## config.mk

```make
export PLATFORM = sky130hd
export DESIGN_NAME = enemy_hitbox_array
export DESIGN_NICKNAME = d
export VERILOG_FILES = /design/src/rtl/enemy_hitbox_array.sv
export SDC_FILE = /design/constraint.sdc
export NUM_CORES = 1
export LEC_CHECK = 0
export CORE_UTILIZATION = 40
export CTS_CLUSTER_DIAMETER = 80
export CTS_CLUSTER_SIZE = 14
export DETAILED_ROUTE_END_ITERATION = 7
export PLACE_DENSITY = 0.64
export RECOVER_POWER = 50
export SKIP_LAST_GASP = 1
export SYNTH_ARGS = -nofsm -noshare
export SYNTH_HDL_FRONTEND = slang
export SYNTH_SLANG_ARGS = --single-unit
```

## constraint.sdc

```tcl
create_clock -name clk -period 4.3 [get_ports clk]
set_input_delay 0.86 -clock clk [delete_from_list [all_inputs] [get_ports clk]]
set_output_delay 0.86 -clock clk [all_outputs]
set_load 0.02 [all_outputs]
```

## src/rtl/enemy_hitbox_array.sv

```systemverilog
// N-channel enemy hitbox: padded bracket drawing from frame-latched positions,
// per-frame player overlap accumulation, and a valid/ack hit report per frame.
module enemy_hitbox_array #(
  parameter int          NUM_ENEMIES  = 4,
  parameter int          HITBOX_W     = 20,
  parameter int          HITBOX_H     = 20,
  parameter int          OFFSET_X     = 5,
  parameter int          OFFSET_Y     = 10,
  parameter logic [7:0]  OBJECT_COLOR = 8'h5B,
  localparam int         IDX_W        = (NUM_ENEMIES > 1) ? $clog2(NUM_ENEMIES) : 1
) (
  input  logic                        clk,
  input  logic                        resetN,
  input  logic                        startOfFrame,
  input  logic [10:0]                 pixelX,
  input  logic [10:0]                 pixelY,
  input  logic [11*NUM_ENEMIES-1:0]   enemyX,
  input  logic [11*NUM_ENEMIES-1:0]   enemyY,
  input  logic [NUM_ENEMIES-1:0]      enemyAlive,
  input  logic                        playerDR,
  input  logic                        hitAck,
  output logic                        hitboxDR,
  output logic [7:0]                  RGBout,
  output logic                        hitValid,
  output logic [NUM_ENEMIES-1:0]      hitMask,
  output logic [IDX_W-1:0]            hitIndex,
  output logic                        hitOverrun
);

  localparam logic [0:0] ACCUM  = 1'b0;
  localparam logic [0:0] REPORT = 1'b1;

  localparam logic signed [11:0] OFF_X  = 12'(OFFSET_X);
  localparam logic signed [11:0] SPAN_X = 12'(HITBOX_W + OFFSET_X);
  localparam logic signed [11:0] OFF_Y  = 12'(OFFSET_Y);
  localparam logic signed [11:0] BOX_H  = 12'(HITBOX_H);

  logic [NUM_ENEMIES-1:0][10:0] x_q, x_d, y_q, y_d;
  logic [NUM_ENEMIES-1:0]       alive_q, alive_d;
  logic [NUM_ENEMIES-1:0]       frame_hits_q, frame_hits_d;
  logic [NUM_ENEMIES-1:0]       hit_mask_q, hit_mask_d;
  logic [IDX_W-1:0]             hit_idx_q, hit_idx_d;
  logic [0:0]                   state_q, state_d;
  logic                         draw_q, draw_d;
  logic                         ovr_q, ovr_d;

  logic [NUM_ENEMIES-1:0]       in_vec;
  logic [NUM_ENEMIES-1:0]       overlap;
  logic [IDX_W-1:0]             low_idx;
  logic                         new_rec;
  logic signed [11:0]           px_s, py_s, l_s, r_s, t_s, b_s;

  // Positions only move on frame boundaries so a bracket never tears mid-frame.
  always_comb begin
    x_d     = startOfFrame ? enemyX     : x_q;
    y_d     = startOfFrame ? enemyY     : y_q;
    alive_d = startOfFrame ? enemyAlive : alive_q;
  end

  always_comb begin
    px_s   = $signed({1'b0, pixelX});
    py_s   = $signed({1'b0, pixelY});
    l_s    = '0;
    r_s    = '0;
    t_s    = '0;
    b_s    = '0;
    in_vec = '0;
    for (int i = 0; i < NUM_ENEMIES; i++) begin
      l_s       = $signed({1'b0, x_q[i]}) - OFF_X;
      r_s       = $signed({1'b0, x_q[i]}) + SPAN_X;
      t_s       = $signed({1'b0, y_q[i]}) + OFF_Y;
      b_s       = t_s + BOX_H;
      in_vec[i] = alive_q[i] && (px_s >= l_s) && (px_s < r_s) &&
                  (py_s >= t_s) && (py_s < b_s);
    end
  end

  always_comb begin
    overlap      = in_vec & {NUM_ENEMIES{playerDR}};
    frame_hits_d = startOfFrame ? overlap : (frame_hits_q | overlap);
    draw_d       = |in_vec;
    low_idx      = '0;
    for (int i = NUM_ENEMIES - 1; i >= 0; i--) begin
      if (frame_hits_q[i]) low_idx = IDX_W'(i);
    end
  end

  // Record handoff: ack+SOF consumes and reloads in one cycle, unacked SOF merges.
  always_comb begin
    state_d    = state_q;
    hit_mask_d = hit_mask_q;
    hit_idx_d  = hit_idx_q;
    ovr_d      = ovr_q;
    new_rec    = startOfFrame && (|frame_hits_q);
    if (state_q == ACCUM) begin
      if (new_rec) begin
        state_d    = REPORT;
        hit_mask_d = frame_hits_q;
        hit_idx_d  = low_idx;
      end
    end else if (hitAck) begin
      if (new_rec) begin
        hit_mask_d = frame_hits_q;
        hit_idx_d  = low_idx;
      end else begin
        state_d = ACCUM;
      end
    end else if (new_rec) begin
      hit_mask_d = hit_mask_q | frame_hits_q;
      ovr_d      = 1'b1;
    end
  end

  always_ff @(posedge clk or negedge resetN) begin
    if (!resetN) begin
      x_q          <= '0;
      y_q          <= '0;
      alive_q      <= '0;
      frame_hits_q <= '0;
      hit_mask_q   <= '0;
      hit_idx_q    <= '0;
      state_q      <= ACCUM;
      draw_q       <= 1'b0;
      ovr_q        <= 1'b0;
    end else begin
      x_q          <= x_d;
      y_q          <= y_d;
      alive_q      <= alive_d;
      frame_hits_q <= frame_hits_d;
      hit_mask_q   <= hit_mask_d;
      hit_idx_q    <= hit_idx_d;
      state_q      <= state_d;
      draw_q       <= draw_d;
      ovr_q        <= ovr_d;
    end
  end

  assign hitboxDR   = draw_q;
  assign RGBout     = OBJECT_COLOR;
  assign hitValid   = (state_q == REPORT);
  assign hitMask    = hit_mask_q;
  assign hitIndex   = hit_idx_q;
  assign hitOverrun = ovr_q;

endmodule

```

==> results of run 1 <==
-- power groups by stage --
| stage | sequential (mW) | combinational [mW] | clock, mW |
|---|---|---|---|
| floorplan | 1.24 | 1.14 | 0 |
| global placement | 1.29 | 1.57 | 0 |
| detailed placement | 1.29 | 1.60 | 0 |
| CTS | 1.27 | 1.62 | 0.895 |
| global route | 1.29 | 1.84 | 0.931 |
| finish | 1.27 | 1.60 | 0.867 |
-- flip-flops by register name, indices dropped and copies added (netlist names) --
| signal | cells |
|---|---|
| x_q | 44 |
| hitboxDR | 1 |
| hitMask | 4 |
| hitOverrun | 1 |
| alive_q | 4 |
| hitValid | 1 |
| y_q | 44 |
| frame_hits_q | 4 |
| hitIndex | 2 |
-- cells in the mapped netlist (3+ instances only) --
| cell | n |
|---|---|
| nor4b_1 | 3 |
| nand3_1 | 38 |
| xor2_1 | 47 |
| o31ai_1 | 4 |
| nand2b_1 | 7 |
| nor2b_1 | 21 |
| nor3b_1 | 4 |
| buf_4 | 8 |
| o21a_1 | 6 |
| o21ai_0 | 57 |
| o21bai_1 | 5 |
| and3_1 | 11 |
| o2111ai_1 | 4 |
| nor3_1 | 18 |
| clkbuf_1 | 29 |
| dfrtp_1 | 105 |
| a22o_1 | 6 |
| nor4_1 | 15 |
| a2111oi_0 | 4 |
| or3_1 | 7 |
| a221o_1 | 5 |
| nand4_1 | 8 |
| and2_1 | 5 |
| a41oi_1 | 3 |
| mux2_2 | 76 |
| o211ai_1 | 9 |
| buf_1 | 9 |
| nand2_1 | 62 |
| a21boi_0 | 4 |
| a21o_1 | 15 |
| a311o_1 | 3 |
| inv_1 | 49 |
| nor2_1 | 44 |
| and4_1 | 5 |
| ha_1 | 180 |
| buf_2 | 3 |
| xnor2_1 | 79 |
| a31oi_1 | 7 |
| a21oi_1 | 53 |
| a211oi_1 | 14 |
-- final timing paths --
kind,endpoint,slack (ns),depth (start not counted)
max in group asynchronous,y_q[5],1.56,2
min in group asynchronous,x_q[27],0.94,1
max reg2reg,frame_hits_q[1],0.42,12
min reg2reg,hitOverrun,0.49,1
min,hitOverrun,0.49,1
max,frame_hits_q[1],0.42,12
-- cell usage in the layout, fill, tap and decap left out, types with 9 or more instances in the layout --
| master | count |
|---|---|
| a211oi_1 | 14 |
| a21o_1 | 15 |
| a21oi_1 | 53 |
| and3_1 | 11 |
| buf_4 | 11 |
| clkbuf_16 | 9 |
| clkdlybuf4s50_1 | 125 |
| dfrtp_1 | 105 |
| ha_1 | 180 |
| inv_1 | 49 |
| mux2_2 | 76 |
| nand2_1 | 62 |
| nand3_1 | 38 |
| nor2_1 | 44 |
| nor2b_1 | 21 |
| nor3_1 | 18 |
| nor4_1 | 15 |
| o211ai_1 | 9 |
| o21ai_0 | 57 |
| xnor2_1 | 79 |
| xor2_1 | 47 |
-- worst reg2reg max path: cells and delay by family, from the launching register on --
kind / cells / cell delay (ns)
XOR/XNOR: 1 / 0.17
adder cells (fa/ha/maj): 2 / 0.65
AND/OR/NAND/NOR: 4 / 1.59
AO/OA/AOI/OAI: 5 / 0.98
flip-flops: 1 / 0.43
-- routing by layer --
layer | track usage (%) | share of wire [%] | up-vias
met5 | 0 | 0 | -
met2 | 33.3 | 46 | 124
li1 | - | - | 4052
met3 | 2.94 | 2.9 | 17
met4 | 5.32 | 1.4 | 0
met1 | 26.6 | 49 | 3769
-- metrics by stage --
stage / total power [mW] / instances
5_1_grt: 4.06 / 1498
6_report: 3.74 / 1498
3_3_place_gp: 2.86 / 1482
2_1_floorplan: 2.38 / 1069
4_1_cts: 3.78 / 1498
3_5_place_dp: 2.89 / 1482
-- cell type report --
| type | instances | area, um2 | share of cell area [%] |
|---|---|---|---|
| flip-flops and latches | 105 | 2630 | 22.2 |
| repair buffers | 139 | 1350 | 11.4 |
| multi-input cells | 865 | 6990 | 59.0 |
| clock buffers | 10 | 229 | 1.93 |
| well taps | 324 | 405 | 3.42 |
| clock inverters | 6 | 72.6 | 0.612 |
| inverters | 49 | 184 | 1.55 |
-- cells by family (layout without fill, tap and decap cells) --
| logic type | after synthesis | after routing | share of synthesized area [%] |
|---|---|---|---|
| buf+inv | 99 | 204 | 4.06 |
| xor+xnor | 126 | 126 | 11.0 |
| compound gates | 217 | 217 | 14.2 |
| simple gates | 258 | 258 | 13.3 |
| mux | 76 | 76 | 8.55 |
| flops | 105 | 105 | 26.3 |
| other cells | 2 | 8 | 0.0751 |
| fa+ha+maj | 180 | 180 | 22.5 |
==> metrics.md, run 1 <==
| Metric | Value |
|---|---|
| Antenna diodes | 0 |
| Switching share of total power | between 30% and 40% |
| RePlAce Congestion | 0.830 |
| Clk network pwr share | 23.2% |
| Hold_sp | hitOverrun |
| Post-Route WL | 24400 um |
| Final ANT Viol Nets | 0 |
| Initial antenna violation count | 0 |
| Critical Path Start | y_q[12] |
| Combinational power share | 42.9% |
| CTS tree | yes |
| Share of async-settable or async-resettable flops after synthesis | 100% |
| Fraction of layout cells with a size suffix above 1 | under 10% |
| P per Cell Area | 315 nW/um2 |
| F_max | 258 MHz |
| Final Util | 48.5% |
| Yosys top cell area share | between 20% and 30% |
| DRC | 0 |
| Drt wl/cell | 16.3 um |
| Clock Sinks | 105 |
| Crit path kind | register to register |
| RSZ-0062 raised after global routing | no |
| H-tree levels | 3 |
| Area of the mapped netlist | 10000 um2 |
| Number of flops mapped to enable cells by yosys | 0 |
| Post-CTS sizing | 0 |
| Setup TNS | 0 ns |
| Worst setup margin | around 0.42 ns |
| Die area | 25700 um2 |
| Critical-path top delay cell | or4b_2 |
| Final net count | approximately 1500 |
| Die W | between 150 and 200 um |
| Buf/Inv on CP | 0 |
| R2R Path Start | y_q[12] |
| # port buffers | 127 |
| Post-synth cell types | 63 |
| Top delay family on crit path | simple AND/OR/NAND/NOR gates |
| Largest cells by area after synthesis | dfrtp_1 (26%), ha_1 (23%), mux2_2 (8.6%) |
| Worst setup EP type | register |
| Fillers | 2300 |
| Max Fanout on Critical Path | 8 |
| Worst Tran Pin Value | around 1.7 ns |
| Pleak | 5.11 nW |
| Postcts setup bufs | 0 |
| Status | finished with violations |
| Synth Flop Type | dfrtp_1 |
| HPWL Detailed | 19500 um |
| CP required | 4.61 ns |
| Hold Slack | 0.490 ns |
| Clk buf depth | 2 |
| Maximum vdd drop | approximately 0.23 mV |
| Die Ht | 160 um |
| Startpoint Class | register |
| Via count | 7962 |
| I/O pins | 136 |
| Hold Vio Cnt, Final | 0 |
| Syn Area/Cell | 9.41 um2 |
| TritonRoute pass-1 iters | 5 |
| Tcrit/Tclk final | 90.1% |
| Core area | 24500 um2 |
| Net switching power | 1.39 mW |
| Worst-skew pair later-pin latency | approximately 0.37 ns |
| Ys Warns | 0 |
| Vias in the first global route | about 8000 |
| Setup-failing EPs final | 0 |
| Worst rel slew slack | -13.6% |
| GRT Resource Usage Total | 19.9% |
| Violated checks | max-capacitance violations, max-slew violations |
| # rows | 57 |
| Clock Tree Root | clkbuf_16 |
| Initial Util | 40.9% |
| Via density per instance | 5.32 |
| Final Max Tran Viols | 65 |
| Cts bufs inserted | 9 |
| Area leader, netlist | dfrtp_1 |
| Crit path DAT | 4.18 ns |
| Register area share after synthesis | 26.3% |
| P&R area growth vs syn | 18.5% |
| Hold Buf Count CTS | 0 |
| Pre-CTS WS | between 0.3 and 0.4 ns |
| Critical path cell sequence | ha_1 > or4b_2 > a21oi_1 > a41oi_1 > xnor2_1 > ha_1 > a2111oi_0 > a21oi_1 > nand4b_1 > or3_1 > nor4_1 > a22o_1 |
| Global-route wire length before repair | 40800 um |
| Total congestion overflow | 0 |
| Max-cap viol count | 1 |
| Final instance area | between 10000 and 15000 um2 |
| Internal | roughly 2.4 mW |
| Worst-path clk slew | 0.08 ns |
| Register bit count reported by yosys | between 100 and 150 |
| Slowest stage delay, CP | 0.66 ns |
| Hold WC Path Type | register to register |
| Setup Skew | roughly 0.0081 ns |
| Mapped Cells | about 1100 |
| Fin crit period | 3.88 ns |
| Pin count of the biggest net entering global routing | 65 |
| Sequential group share of total power | 33.9% |
| DR iter-0 viols | 355 |
| Dpl cell area | 11600 um2 |
Note: power is estimated with default switching activity, not from simulation.
==> run 2: changes to the inputs <==
--- a/config.mk
+++ b/config.mk
@@ -5,6 +5,8 @@
 export SDC_FILE = /design/constraint.sdc
 export NUM_CORES = 1
 export LEC_CHECK = 0
+export CORE_ASPECT_RATIO = 1.5
+export CORE_MARGIN = 3
 export CORE_UTILIZATION = 40
 export CTS_CLUSTER_DIAMETER = 80
 export CTS_CLUSTER_SIZE = 14
==> metrics.md, run 2 (synthesis gave the netlist of run 1 again) <==
| Metric | Value |
|---|---|
| Critical-path top delay cell | a2111oi_0 (was or4b_2) |
| Violated checks | max-capacitance violations, max-slew violations (unchanged) |
| Worst Tran Pin Value | 2.94 ns (was 1.70 ns) |
| # rows | 70 (was 57) |
| Hold path depth | 2 (was 1) |
| Clock Tree Root | clkbuf_16 (unchanged) |
| Clock Sinks | 105 (unchanged) |
| Worst rel slew slack | -96.0% (was -13.6%) |
| Pin count of the biggest net entering global routing | 74 (was 65) |
| Setup-failing EPs final | 0 (unchanged) |
| Largest regs | x_q: 44 flops, y_q: 44 flops (unchanged) |
| Slowest stage delay, CP | 0.53 ns (was 0.66 ns) |
| Vias in the first global route | 8202 (was 7982) |
| Fraction of layout cells with a size suffix above 1 | 9.85% (was 9.45%) |
| Cts bufs inserted | 9 (unchanged) |
| P&R area growth vs syn | 19.1% (was 18.5%) |
| Worst setup margin | 0.532 ns (was 0.425 ns) |
| Hold WC Path Type | register to register (unchanged) |
| CP required | 4.54 ns (was 4.61 ns) |
| Via density per instance | 5.35 (was 5.32) |
| Hold EP | hitIndex[0] (was hitOverrun) |
| Final ANT Viol Nets | 0 (unchanged) |
| Final Max Tran Viols | 94 (was 65) |
| R2R Path Start | x_q[22] (was y_q[12]) |
| Clk buf depth | 2 (unchanged) |
| Startpoint Class | register (unchanged) |
| DR iter-0 viols | 278 (was 355) |
| Setup Skew | 0.00889 ns (was 0.00812 ns) |
| Initial antenna violation count | 0 (unchanged) |
| Commonest cells after routing, fill and taps aside | ha_1 (180), clkdlybuf4s50_1 (125), dfrtp_1 (105) (unchanged) |
| Buf/Inv on CP | 1 (was 0) |
| Pleak | 5.15 nW (was 5.11 nW) |
| Max-cap viol count | 2 (was 1) |
| F_max | 265 MHz (was 258 MHz) |
| Hold Vio Cnt, Final | 0 (unchanged) |
| I/O pins | 136 (unchanged) |
| Drt wl/cell | 16.7 um (was 16.3 um) |
| Postcts setup bufs | 0 (unchanged) |
| TritonRoute pass-1 iters | 4 (was 5) |
| GRT Resource Usage Total | 18.8% (was 19.9%) |
| Setup TNS | 0 ns (unchanged) |
| Worst-path clk slew | 0.08 ns (about the same) |
| Critical path cell sequence | inv_1 > ha_1 > nand2b_1 > nand3b_1 > or2_2 > nor4_1 > xnor2_1 > ha_1 > nand3_1 > nor4_1 > a2111oi_0 > nor4_1 > and4_1 > or4_1 (was ha_1 > or4b_2 > a21oi_1 > a41oi_1 > xnor2_1 > ha_1 > a2111oi_0 > a21oi_1 > nand4b_1 > or3_1 > nor4_1 > a22o_1) |
| Fillers | 2361 (was 2300) |
| Most common cell after layout, fill and taps aside | ha_1 (unchanged) |
| Top delay family on crit path | simple AND/OR/NAND/NOR gates (unchanged) |
| Tcrit/Tclk final | 87.6% (was 90.1%) |
| Fin crit period | 3.77 ns (was 3.88 ns) |
| Crit path kind | register to register (unchanged) |
| Max Fanout on Critical Path | 4 (was 8) |
| # port buffers | 127 (unchanged) |
| Post-CTS sizing | 0 (unchanged) |
| Crit path DAT | 4.01 ns (was 4.18 ns) |
| DRC | 0 (unchanged) |
| Global-route wire length before repair | 40700 um (was 40800 um) |
| Die W | 135 um (was 160 um) |
| Antenna diodes | 0 (unchanged) |
| CTS tree | yes (unchanged) |
| Initial Util | 40.8% (was 40.9%) |
| Post-Route WL | 25000 um (was 24400 um) |
| RePlAce Congestion | 0.842 (was 0.830) |
| R2R depth | 14 (was 12) |
| Worst setup EP type | register (unchanged) |
| Hold_sp | hitIndex[0] (was hitOverrun) |
| P per Cell Area | 317 nW/um2 (was 315 nW/um2) |
| Reg2reg end | hitboxDR (was frame_hits_q[1]) |
| Via count | 8040 (was 7962) |
| Worst-skew pair later-pin latency | 0.37 ns (about the same) |
| Die area | 27000 um2 (was 25700 um2) |
| H-tree levels | 3 (unchanged) |
| Maximum vdd drop | 0.194 mV (was 0.233 mV) |
| RSZ-0062 raised after global routing | no (unchanged) |
| Status | finished with violations (unchanged) |
| R2R setup slack | 0.53 ns (was 0.42 ns) |
| Hold Buf Count CTS | 0 (unchanged) |
| Total congestion overflow | 0 (unchanged) |
| Critical Path Most Common Cell | nor4_1 |
| Pre-CTS WS | 0.341 ns (was 0.338 ns) |
| Final net count | 1473 (was 1468) |
| HPWL Detailed | 20400 um (was 19500 um) |
| Core area | 24500 um2 (about the same) |
| Die Ht | 200 um (was 160 um) |
run 2: through the flow:
stage	total power, mW	utilization, %	cell area (um2)	hold WS [ns]	std cells
3_3_place_gp	2.85	47.4	11600	0.463	1487
4_1_cts	3.84	48.6	11900	0.483	1502
5_1_grt	4.09	48.6	11900	0.507	1502
3_5_place_dp	2.90	47.4	11600	0.467	1487
2_1_floorplan	2.38	-	10000	0.475	1069
6_report	3.78	48.6	11900	0.479	1502
run 2: tightest hold or removal path, cell delays in order, from the launching register on:
cell and delay (ns):
dfrtp_1 0.35, nand2_1 0.05, o31ai_1 0.05
run 2: layout make-up:
cell class,instances,area (um2),share of cell area (%)
clock buffers,9,225,1.89
multi-input cells,865,6990,58.7
flip-flops and latches,105,2630,22.1
inverters,49,184,1.54
well taps,324,405,3.40
repair buffers,144,1390,11.7
clock inverters,6,83.8,0.704
run 2: worst max-delay path by stage:
stage / start / endpoint / slack, ns / cells after the start
finish: x_q[22] / hitboxDR / 0.53 / 14
global route: y_q[34] / frame_hits_q[3] / 0.24 / 15
CTS: x_q[22] / hitboxDR / 0.50 / 14
detailed placement: pixelX[0] / hitboxDR / 0.34 / 10
global placement: pixelX[0] / hitboxDR / 0.29 / 10
floorplan: y_q[34] / frame_hits_q[3] / 1.01 / 15
run 2: power by group:
part           internal (mW)  leakage (nW)  switching (mW)
clock                  0.505         0.155           0.394
combinational          0.798          3.74           0.812
sequential              1.10          1.26           0.165
total                   2.41          5.15            1.37
run 2: routing by layer:
| metal | GRT usage, % | share of wire (%) | vias up |
|---|---|---|---|
| li1 | - | - | 4057 |
| met1 | 20.3 | 39 | 3844 |
| met2 | 37.0 | 56 | 113 |
| met3 | 2.39 | 2.6 | 26 |
| met4 | 6.54 | 2.4 | 0 |
| met5 | 0 | 0 | - |
